==> src/rtl/bcd_seq_ctrl.sv <==
// Sequencing controller for a cascaded DIGITS-wide BCD counter: run/pause/clear/load FSM, tick prescaler, carry/borrow enables, target detect.
// Latency: commands and ticks take effect on the next clk edge; count_bcd, digit_en, done and state are all registered outputs.
// Backpressure: cmd_ready is 1 except for the single cycle after an accepted command; unaccepted cmd_op/cmd_data are ignored.
//
// Ports:
//   clk, rst_asyn          rising-edge clock, asynchronous active-low reset
//   cmd_valid/cmd_ready    command handshake; cmd_op 00 start, 01 stop, 10 clear, 11 load
//   cmd_data               BCD load value (load only)
//   dir                    0 up, 1 down, sampled on each tick
//   target                 BCD terminal value, compared on ticks only
//   count_bcd              current count, one BCD nibble per digit
//   digit_en               one-cycle pulse per digit changed by a tick
//   state                  00 IDLE, 01 RUN, 10 PAUSE, 11 DONE
//   done                   one-cycle pulse when a tick lands on target
//   err                    sticky: bad load data, or load attempted in RUN
module bcd_seq_ctrl #(
  parameter int DIGITS   = 4,
  parameter int PRESCALE = 10
) (
  input  logic                  clk,
  input  logic                  rst_asyn,
  input  logic                  cmd_valid,
  output logic                  cmd_ready,
  input  logic [1:0]            cmd_op,
  input  logic [4*DIGITS-1:0]   cmd_data,
  input  logic                  dir,
  input  logic [4*DIGITS-1:0]   target,
  output logic [4*DIGITS-1:0]   count_bcd,
  output logic [DIGITS-1:0]     digit_en,
  output logic [1:0]            state,
  output logic                  done,
  output logic                  err
);

  localparam int PW = (PRESCALE > 1) ? $clog2(PRESCALE) : 1;
  localparam logic [PW-1:0] PLAST = PW'(PRESCALE - 1);

  localparam logic [1:0] OP_START = 2'b00;
  localparam logic [1:0] OP_STOP  = 2'b01;
  localparam logic [1:0] OP_CLEAR = 2'b10;
  localparam logic [1:0] OP_LOAD  = 2'b11;

  typedef enum logic [1:0] {
    S_IDLE  = 2'b00,
    S_RUN   = 2'b01,
    S_PAUSE = 2'b10,
    S_DONE  = 2'b11
  } state_t;

  state_t                state_q, state_n;
  logic [PW-1:0]         psc_q, psc_n;
  logic [4*DIGITS-1:0]   count_q, count_n;
  logic [DIGITS-1:0]     en_q, en_n;
  logic                  done_q, done_n;
  logic                  err_q, err_n;
  logic                  ready_q;

  logic                  accept;
  logic                  tick;
  logic                  match;
  logic                  load_ok;
  logic [4*DIGITS-1:0]   stepped;
  logic [DIGITS-1:0]     changed;
  logic                  ripple;
  logic [3:0]            nib;

  assign accept = cmd_valid && ready_q;
  assign tick   = (state_q == S_RUN) && (psc_q == PLAST);

  // Single-step BCD increment/decrement. A digit moves only while every
  // lower digit sits at its wrap point (9 going up, 0 going down); the
  // running 'ripple' term carries that condition upward.
  always_comb begin
    stepped = count_q;
    changed = '0;
    ripple  = 1'b1;
    nib     = 4'd0;
    for (int i = 0; i < DIGITS; i++) begin
      nib        = count_q[4*i +: 4];
      changed[i] = ripple;
      if (ripple) begin
        if (dir) stepped[4*i +: 4] = (nib == 4'd0) ? 4'd9 : nib - 4'd1;
        else     stepped[4*i +: 4] = (nib == 4'd9) ? 4'd0 : nib + 4'd1;
      end
      ripple = ripple && (dir ? (nib == 4'd0) : (nib == 4'd9));
    end
  end

  assign match = (stepped == target);

  always_comb begin
    load_ok = 1'b1;
    for (int i = 0; i < DIGITS; i++) begin
      if (cmd_data[4*i +: 4] > 4'd9) load_ok = 1'b0;
    end
  end

  // Next-state / datapath. The tick is applied first, then an accepted
  // command overrides it: clear beats a target match, and a match beats stop.
  always_comb begin
    state_n = state_q;
    psc_n   = psc_q;
    count_n = count_q;
    en_n    = '0;
    done_n  = 1'b0;
    err_n   = err_q;

    if (tick) begin
      count_n = stepped;
      en_n    = changed;
      psc_n   = '0;
      if (match) begin
        state_n = S_DONE;
        done_n  = 1'b1;
      end
    end else if (state_q == S_RUN) begin
      psc_n = psc_q + PW'(1);
    end

    if (accept) begin
      case (cmd_op)
        OP_START: begin
          // PAUSE resumes with the held prescaler phase; IDLE/DONE restart it.
          if (state_q == S_PAUSE) begin
            state_n = S_RUN;
          end else if (state_q != S_RUN) begin
            state_n = S_RUN;
            psc_n   = '0;
          end
        end
        OP_STOP: begin
          if (state_q == S_RUN && !(tick && match)) state_n = S_PAUSE;
        end
        OP_CLEAR: begin
          state_n = S_IDLE;
          count_n = '0;
          psc_n   = '0;
          err_n   = 1'b0;
          done_n  = 1'b0;
        end
        default: begin // OP_LOAD
          if (state_q == S_RUN) err_n = 1'b1;
          else if (load_ok)     count_n = cmd_data;
          else                  err_n = 1'b1;
        end
      endcase
    end
  end

  always_ff @(posedge clk or negedge rst_asyn) begin
    if (!rst_asyn) begin
      state_q <= S_IDLE;
      psc_q   <= '0;
      count_q <= '0;
      en_q    <= '0;
      done_q  <= 1'b0;
      err_q   <= 1'b0;
      ready_q <= 1'b1;
    end else begin
      state_q <= state_n;
      psc_q   <= psc_n;
      count_q <= count_n;
      en_q    <= en_n;
      done_q  <= done_n;
      err_q   <= err_n;
      ready_q <= !accept;
    end
  end

  assign cmd_ready = ready_q;
  assign count_bcd = count_q;
  assign digit_en  = en_q;
  assign state     = state_q;
  assign done      = done_q;
  assign err       = err_q;

endmodule

==> config.mk <==
export PLATFORM = sky130hd
export DESIGN_NAME = bcd_seq_ctrl
export DESIGN_NICKNAME = d
export VERILOG_FILES = /design/src/rtl/bcd_seq_ctrl.sv
export SDC_FILE = /design/constraint.sdc
export NUM_CORES = 1
export LEC_CHECK = 0
export ABC_AREA = 1
export CAP_MARGIN = 20
export CELL_PAD_IN_SITES_DETAIL_PLACEMENT = 1
export CELL_PAD_IN_SITES_GLOBAL_PLACEMENT = 1
export CORE_UTILIZATION = 30
export DETAILED_ROUTE_END_ITERATION = 16
export HOLD_SLACK_MARGIN = 0.05
export PLACE_DENSITY = 0.77
export RECOVER_POWER = 50
export SETUP_SLACK_MARGIN = 0.02
export SKIP_CTS_REPAIR_TIMING = 1
export SYNTH_ARGS = -nofsm -noshare
export SYNTH_HDL_FRONTEND = slang
export SYNTH_SLANG_ARGS = --single-unit
==> constraint.sdc <==
create_clock -name clk -period 2.4 [get_ports clk]
set_input_delay 0.36 -clock clk [delete_from_list [all_inputs] [get_ports clk]]
set_output_delay 0.36 -clock clk [all_outputs]
set_load 0.02 [all_outputs]
After elaboration in Yosys (flattened, before gate mapping)
Index checks and enable logic that the tools add are counted.
W data, S select, Z words.
Word-level totals
  latch bits: 0
  memories kept: 0
  bits of input ports: 38
  output and inout port bits: 25
  register bits after elaboration: 29
  RAM bits: 0
  ROM bits: 0
  word-level logic and storage cells: 96
Operators by class
  $add $sub $neg: 9
  shift operators: 0
  divide/modulo/power cells: 0
  bitwise logic cells: 1
  order comparisons: 4
  reduce and logical (&&, ||, !) cells: 15
  muxes and demuxes: 48
  multipliers: 0
  equality and inequality tests: 12
Operators with widths (number)
  $mux W4: 21
  $mux W16: 4
  $pmux W16 S2: 1
  $add A4 B1 Y4 const B: 5
  $eq A4 B4 Y1 const B: 5
  $eq A16 B16 Y1: 1
  $gt A4 B4 Y1 const B: 4
  $logic_not A4 Y1: 4
  $sub A4 B1 Y4 const B: 4
  $mux W1: 13
  $mux W2: 6
  $pmux W4 S2: 1
  $logic_and A1 B1 Y1: 6
  $pmux W2 S3: 1
  $eq A2 B1 Y1 const B: 2
  $eq A2 B2 Y1 const B: 2
  $ne A3 B1 Y1 const B: 1
  $reduce_and A3 Y1: 1
  $logic_not A1 Y1: 2
  $logic_not A2 Y1: 1
  $ne A2 B1 Y1 const B: 1
  $pmux W1 S2: 1
  $reduce_or A2 Y1: 1
  $not A1 Y1: 1

Logic depth before layout (Yosys ltp)
Gate-level depths: netlist of run 1.
  depth after elaboration: 12
  depth in mapped cells: 19
  mapped depth without buffers: 19

Worst setup path before layout of run 1
OpenSTA, ideal clock, no wires.
  path type: reg2reg
  from: reg count_q[0], in the netlist count_bcd[0]
  to: reg state_q[0], in the netlist state[0]
  period minus slack after synthesis: 2.120 ns
  arrival time: 2.047 ns
  library setup time: 0.073 ns
  stages on the path, launching flop included: 18
  required time: 2.327 ns
  setup slack: 0.280 ns
  buffers on the path: 0
  path through: dfrtp_1 > inv_1 > ha_1 > nand3_2 > nand2_2 > nand2_4 > inv_2 > nand3_1 > nand2_1 > nand2_1 > nand2_1 > nor2_1 > nand2_1 > nor2_2 > nand3_2 > nand2_1 > nand2_1 > a21oi_2
Between the ends
  word-level cells in the longest chain between the ends: 12
  elaborated cells on any way between the ends: 24
  those cells by class: 2 x add/sub; 2 x eq/ne; 14 x mux; 6 x reduce/logical
Ends and longest elaborated chain
  start, declared: line 52  | logic [4*DIGITS-1:0] count_q, count_n;
  start signal, assigned: line 162  | count_q <= count_n;
  branches (longest 5 deep; another with $add A4 B1 Y4)
  $eq A16 B16 Y1 *: line 89  | assign match = (stepped == target);
  $mux W2 / $logic_and A1 B1 Y1 (equally long branches): line 112, 132
  $mux W2 / $logic_not A1 Y1 (equally long branches): line 108, 132
  $mux W2 / $logic_and A1 B1 Y1 (equally long branches): line 126, 132
  $mux W2 (on tied branches): line 124, 132
  $pmux W2 S3: line 121  | case (cmd_op)
  $mux W2 *: line 120  | if (accept) begin
  via state_n[0]: line 50  | state_t state_q, state_n;
  end signal, assigned: line 160  | state_q <= state_n;
  end, declared: line 50
Mark *: on every way through the listed nets, which the timed path passes.
A chain may end at the register's enable or synchronous reset.

Final worst setup path of run 1
  from: in dir
  to: reg state_q[0], in the netlist state[0]
Between the ends
  word-level cells in the longest chain between the ends: 11
  elaborated cells on any way between the ends: 23
  those cells by class: 1 x eq/ne; 17 x mux; 5 x reduce/logical
Ends and longest elaborated chain
  start, declared: line 26  | input logic dir,
  $mux W1: line 85  | ripple = ripple && (dir ? (nib == 4'd0) : (nib == 4'd9));
  $logic_and A1 B1 Y1 (2 in a row): line 85
  $mux W4: line 81  | if (ripple) begin
  $eq A16 B16 Y1 *: line 89
  $mux W2 / $logic_and A1 B1 Y1 (equally long branches): line 112, 132
  $mux W2 / $logic_not A1 Y1 (equally long branches): line 108, 132
  $mux W2 / $logic_and A1 B1 Y1 (equally long branches): line 126, 132
  $mux W2 (on tied branches): line 124, 132
  $pmux W2 S3: line 121
  $mux W2 *: line 120
  via state_n[0]: line 50
Mark *: on every way through the listed nets, which the timed path passes. The rest lies on a longest branch.

==> reports/metrics.yaml, run 1 <==
outcome:
  outcome: "finished, final reports clean"
setup_path:
  start_kind: "primary input"
  rrSetupSlack_ps: 150
  cp_top_family: "simple AND/OR/NAND/NOR gates"
  max_stage_delay_ps: 460
  crit_type: "in -> reg"
  critical_path.max_fanout: 8
  cp_common_cell: "nand2_1"
  worst_path_max_delay_cell: "clkdlybuf4s50_1"
  crit_arrival_ps: 2460
  reg2regPathDepth: 17
  worstPathRequired_ps: 2610
  crit_start: "dir"
  critPathBufInv: 4
  crit_chain: "clkdlybuf4s50_1 > buf_4 > inv_2 > nand2_4 > buf_4 > nand3_4 > nor2_4 > nand2_2 > nand2_1 > nand2_1 > nand2_1 > nand2_1 > nor2_2 > nand3_2 > nand2_1 > nand2_1 > a21oi_2"
  cp-end-kind: "flip-flop"
  r2r-end: "state[0]"
  r2r_start: "count_bcd[1]"
finish:
  area_growth_pct: 43.62
  n_antenna_cell: 0
  final_util_pct: 45.17
  fin_nets: 589
  drive_gt1_share_pct: 18.59
  finalNonFillerCells: 646
  fin_area_um2: 4016
  fill_cells: 1143
  multi_input_area_um2: 1877
  register_area_um2: 734.5
job:
  cap_violations: 0
hold_path:
  hold_path_class: "reg -> reg"
  min_to: "err"
  hold_path_startpoint: "err"
  hold_depth: 2
logic_synthesis:
  async_flop_share_pct: 100.0
  synth.distinct_cells: 38
  yosys_warnings: 0
  synth_cells: 441
  avgSynthCellArea_um2: 6.341
  ys.flop_type: "dfrtp_1"
  synth_edf_count: 0
  synth_area_um2: 2796
  syn-num-nets: 493
  yosysSeqAreaShare_pct: 26.00
  ys_seq_elements: 29
placed_design:
  place_area_um2: 3710
  dp_cells: 627
  numPortBuffers: 62
  place_congestion: 0.9050
  pre_cts_ws_ps: -126.0
  dp_hpwl_mm: 7.854
routing:
  viasPerCell: 5.080
  wire_per_inst_um: 15.84
  drcViolationCount: 0
  drt_pre_antenna_iters: 8
  vias: 3282
  routed_wl_mm: 10.23
  ant_nets: 0
  drtIter0Drc: 150
pwr:
  leakagePower_nw: 2.041
  irDropWorstVdd_mv: 0.2867
  power.density_nw_per_um2: 1029
sta:
  finalCritPeriodShare_pct: 93.76
  min_period_ps: 2250
  fin_worst_skew_ps: 15.87
  worstMarginPinSlew_ps: 815.9
  slew_viol_final: 0
  setup_viol: 0
  setup_slack_ps: 149.7
  hold_violations: 0
  relSlewSlack_pct: 45.61
  fmax_ghz: 0.4444
clock_tree:
  clk_path_buf_depth: 2
  numCtsBuffers: 5
  h-tree-depth: 2
  cts.sinks: 29
  cts-root-buf: "clkbuf_8"
  cts_tree: "done"
  clock_latency_ps: 300
  clkSlewWorstSetupHoldPaths_ps: 70
grt:
  grt_pass1_vias: 3433
  grt_max_degree: 30
  grt_pass1_wl_mm: 16.42
  grt_usage_pct: 21.17
  grt.overflow.total: 0
  antenna_found_initial: 0
die:
  pin_count: 63
  core_um2: 8891
  die_height_um: 98.55
  die_w_um: 98.55
  start_util_pct: 31.45
  rows: 34
  dieArea_um2: 9711
## flip-flops by register name, indices dropped and copies added (netlist names)
| register | flops |
|---|---|
| err | 1 |
| state | 2 |
| psc_q | 4 |
| cmd_ready | 1 |
| done | 1 |
| digit_en | 4 |
| count_bcd | 16 |
## cell type report
cell class	instances	area share, %
Clock buffer	7	2.399
Multi-Input combinational cell	335	46.73
Timing Repair Buffer	99	22.71
Sequential cell	29	18.29
Inverter	67	6.386
Clock inverter	1	0.1246
Tap cell	108	3.364
## routing by layer
layer	global-route usage [%]	share of wire, %
met5	0	0
met1	26.66	45
met2	39.27	51
met3	2.411	3.0
met4	3.559	1.3
## cells in the mapped netlist, types with 7 or more instances
cell	instances	area share, %
a21oi_1	16	2.9
dfrtp_1	28	25
ha_1	14	6.3
inv_1	59	7.9
inv_2	7	0.94
nand2_1	131	18
nand3_1	51	9.1
nand4_1	7	1.6
nor2_1	36	4.8
o211ai_1	10	2.7
o21ai_0	16	2.9
o21ai_1	8	1.4
## power breakdown
group / internal, mW / switching (mW)
logic: 1.16 / 1.59
registers: 0.642 / 0.260
clock network: 0.260 / 0.222
## stage by stage
step | power (mW) | hold WS [ps] | TNS, ps
CTS | 3.803 | 474.6 | -17.64
finish | 4.133 | 537.4 | 0
detailed placement | 3.279 | 503.3 | -215.9
global placement | 3.190 | 502.4 | 0
global route | 4.487 | 566.6 | -9.889
floorplan | 2.443 | 64.41 | 0
## tightest hold or removal path, cell delays in order, from the launching register on
cell	delay (ps)
dfrtp_1	360
a21oi_1	50
nor2_1	90
## worst max path at each step
stage / endpoint / slack, ps / cells after the start
CTS: state[0] / -20 / 16
global placement: state[0] / 10 / 17
floorplan: state[0] / 280 / 17
finish: state[0] / 150 / 17
global route: state[0] / -10 / 17
detailed placement: state[0] / -130 / 17
## layout by cell type (no fill, tap or decap), types with 2 or more instances in the layout
cell,n
nand3_1,49
nand3b_1,6
inv_4,2
a21oi_1,16
nand3_4,4
o22ai_1,3
dlygate4sd3_1,10
ha_4,4
nand4_1,7
nor2_4,2
dfrtp_1,22
nor2_2,5
a21boi_1,2
o21ai_1,10
nand2_4,5
nor2_1,35
xor2_1,5
nand2_2,6
nand2_1,129
nand3_2,3
inv_1,54
buf_4,34
dfrtp_2,6
inv_2,11
o211ai_1,10
ha_1,9
clkdlybuf4s50_1,52
clkbuf_8,7
o21ai_0,14
## logic make-up after synthesis
family	Yosys count	synth area share, %
and+or+nand+nor	257	43.00
buffers and inverters	77	10.87
AOI/OAI and AO/OA	58	11.99
DFF	29	26.00
adders and majority gates	14	6.264
xor gates and xnor gates	6	1.879
No activity file was read; power rests on OpenSTA's default activity.
==> inputs of run 2 (changes only) <==
--- a/config.mk
+++ b/config.mk
@@ -6,13 +6,13 @@
 export NUM_CORES = 1
 export LEC_CHECK = 0
 export ABC_AREA = 1
-export CAP_MARGIN = 20
+export CAP_MARGIN = 10
 export CELL_PAD_IN_SITES_DETAIL_PLACEMENT = 1
 export CELL_PAD_IN_SITES_GLOBAL_PLACEMENT = 1
 export CORE_UTILIZATION = 30
 export DETAILED_ROUTE_END_ITERATION = 16
 export HOLD_SLACK_MARGIN = 0.05
-export PLACE_DENSITY = 0.77
+export PLACE_DENSITY = 0.7
 export RECOVER_POWER = 50
 export SETUP_SLACK_MARGIN = 0.02
 export SKIP_CTS_REPAIR_TIMING = 1
==> constraint.sdc (replaced) <==
create_clock -name clk -period 2.3 [get_ports clk]
set_input_delay 0.345 -clock clk [delete_from_list [all_inputs] [get_ports clk]]
set_output_delay 0.345 -clock clk [all_outputs]
set_load 0.02 [all_outputs]
==> run 2 against run 1 <==
Against the previous run:
- the run now ends with design-rule violations left
- clock power fell by 7.7%
- clock-buffer cell count shrank 2
- critical endpoint unchanged
- worst hold slack worse by 19 ps
- clock skew is 8.9 ps lower
- sequential power is 2.4% lower
==> reports/metrics.yaml, run 2 (synthesis results as in run 1) <==
clock_tree:
  numCtsBuffers: 5  # unchanged
  clk_path_buf_depth: 2  # unchanged
  cts.sinks: 29  # unchanged
  h-tree-depth: 2  # unchanged
  clkSlewWorstSetupHoldPaths_ps: 70  # about the same
  cts_tree: "done"  # unchanged
  cts-root-buf: "clkbuf_8"  # unchanged
  clock_latency_ps: 290  # was 300 ps
sta:
  finalCritPeriodShare_pct: 96.88
  min_period_ps: 2228
  rsz0062_at_grt: "true"
  slew_viol_final: 0  # unchanged
  worstMarginPinSlew_ps: 828.9  # was 815.9 ps
  fmax_ghz: 0.4488
  setup_slack_ps: 71.86  # was 149.7 ps
  setup_viol: 0  # unchanged
  fin_worst_skew_ps: 6.927  # was 15.87 ps
  hold_violations: 0  # unchanged
  relSlewSlack_pct: 44.74  # was 45.61%
pwr:
  power.density_nw_per_um2: 1080  # was 1029 nW/um2
  power_mw: 4.549  # was 4.133 mW
  p_int_mw: 2.332  # was 2.060 mW
  clkPwrFrac_pct: 9.8  # was 11.7%
  switchingPower_mw: 2.217  # was 2.073 mW
  irDropWorstVdd_mv: 0.4357  # was 0.2867 mV
  sw_frac_of_total_pct: 48.74  # was 50.17%
  pwr-share-seq_pct: 19.3  # was 21.8%
  power_frac_comb_pct: 70.9  # was 66.5%
  leakagePower_nw: 2.154  # was 2.041 nW
routing:
  drtIter0Drc: 87  # was 150
  drcViolationCount: 2  # was 0
  vias: 3292  # was 3282
  routed_wl_mm: 10.32  # was 10.23 mm
  wire_per_inst_um: 15.42  # was 15.84 um
  viasPerCell: 4.921  # was 5.080
  drt_pre_antenna_iters: 12  # was 8
  ant_nets: 0  # unchanged
finish:
  drive_gt1_share_pct: 22.28  # was 18.59%
  largest_register_ffs: 16  # unchanged
  area_growth_pct: 50.60  # was 43.62%
  fin_area_um2: 4212  # was 4016 um2
  final_common_cell: "nand2_1"  # unchanged
  mostFrequentLayoutCells: "123 x nand2_1, 54 x inv_1, 54 x clkdlybuf4s50_1, 53 x buf_4, 48 x nand3_1"  # was 129 x nand2_1, 54 x inv_1, 52 x clkdlybuf4s50_1, 49 x nand3_1, 35 x nor2_1
  final_util_pct: 47.37  # was 45.17%
  n_antenna_cell: 0  # unchanged
  fin_nets: 612  # was 589
setup_path:
  r2r-end: "state[0]"  # unchanged
  r2r_start: "count_bcd[1]"  # unchanged
  cp-end-kind: "flip-flop"  # unchanged
  rrSetupSlack_ps: 70  # was 150 ps
  crit_arrival_ps: 2440  # was 2460 ps
  reg2regPathDepth: 16  # was 17
  crit_type: "reg -> reg"  # was in -> reg
  worstPathRequired_ps: 2520  # was 2610 ps
  critical_path.max_fanout: 6  # was 8
  start_kind: "flip-flop"  # was primary input
die:
  start_util_pct: 31.45  # unchanged
  core_um2: 8891  # unchanged
  rows: 34  # unchanged
  die_height_um: 98.55  # unchanged
  pin_count: 63  # unchanged
  die_w_um: 98.55  # unchanged
  dieArea_um2: 9711  # unchanged
grt:
  grt_max_degree: 30  # unchanged
  antenna_found_initial: 0  # unchanged
  grt_pass1_wl_mm: 16.59  # was 16.42 mm
  grt_pass1_vias: 3409  # was 3433
  grt.overflow.total: 0  # unchanged
  grt_usage_pct: 21.42  # was 21.17%
hold_path:
  hold_depth: 2  # unchanged
  hold_path_class: "reg -> reg"  # unchanged
  min_to: "err"  # unchanged
  hold_path_startpoint: "err"  # unchanged
outcome:
  violations: "design-rule violations"
  outcome: "finished with violations"  # was finished, final reports clean
placed_design:
  pre_cts_ws_ps: -135.7  # was -126.0 ps
  dp_hpwl_mm: 8.004  # was 7.854 mm
  numPortBuffers: 62  # unchanged
  place_area_um2: 3867  # was 3710 um2
  place_congestion: 0.8987  # was 0.9050
job:
  cap_violations: 0  # unchanged
[run 2: cell count changes in the layout (fill, tap and decap cells not counted), moves of 2 or more]
cell,delta
o21ai_1,-2
clkdlybuf4s50_1,+2
nand2_2,+6
dlygate4sd3_1,-3
buf_4,+19
o21ai_0,+2
dfrtp_1,+4
nand2_1,-6
buf_6,+3
dfrtp_2,-4
clkbuf_8,-2
[run 2: worst max-delay path, cell delays in order, from the launching register on]
cell and delay [ps]:
dfrtp_1 400, inv_2 130, ha_4 150, nand3_4 110, nand2_4 140, buf_12 110
nand3_4 110, buf_6 150, nand2_2 60, nand3b_1 80, nand2_1 70, nand3_1 90
nor2_2 140, nand3_2 130, nand2_1 90, nand2_1 70, a21oi_2 120
[run 2: power by group through the flow]
| stage | clock, mW | sequential, mW | combinational [mW] |
|---|---|---|---|
| floorplan | 0 | 1.01 | 1.54 |
| global placement | 0 | 0.865 | 2.74 |
| detailed placement | 0 | 0.870 | 2.80 |
| CTS | 0.457 | 0.861 | 2.82 |
| global route | 0.479 | 0.908 | 3.56 |
| finish | 0.444 | 0.880 | 3.23 |
[run 2: worst max path at each step]
stage,start,to,slack [ps],cells past startpoint
after floorplan,count_bcd[0],state[0],180,17
after global placement,dir,state[0],-100,16
after detailed placement,dir,state[1],-140,16
after CTS,count_bcd[1],state[0],20,17
after global routing,count_bcd[1],state[1],-70,17
final,count_bcd[1],state[0],70,16
[run 2: metrics by stage]
step,hold slack (ps),cells,setup TNS [ps]
after floorplan,49.41,441,0
after global placement,504.0,648,-210.4
after detailed placement,502.3,648,-271.4
after CTS,470.9,656,0
after global routing,576.6,669,-139.3
final,518.0,669,0
[run 2: metal layers]
layer / GRT usage (%) / wire length, um
met5: 0 / 0
met4: 1.837 / 20
met3: 3.121 / 272
met2: 36.73 / 5004
met1: 29.66 / 5020
[run 2: cell type report]
| cell class | count | area (um2) |
|---|---|---|
| fillers | 1167 | 4679 |
| repair buffers | 122 | 1095 |
| well taps | 108 | 135.1 |
| flip-flops and latches | 29 | 729.5 |
| multi-input cells | 335 | 1909 |
| clock buffers | 5 | 68.82 |
| clock inverters | 3 | 17.52 |
| inverters | 67 | 256.5 |
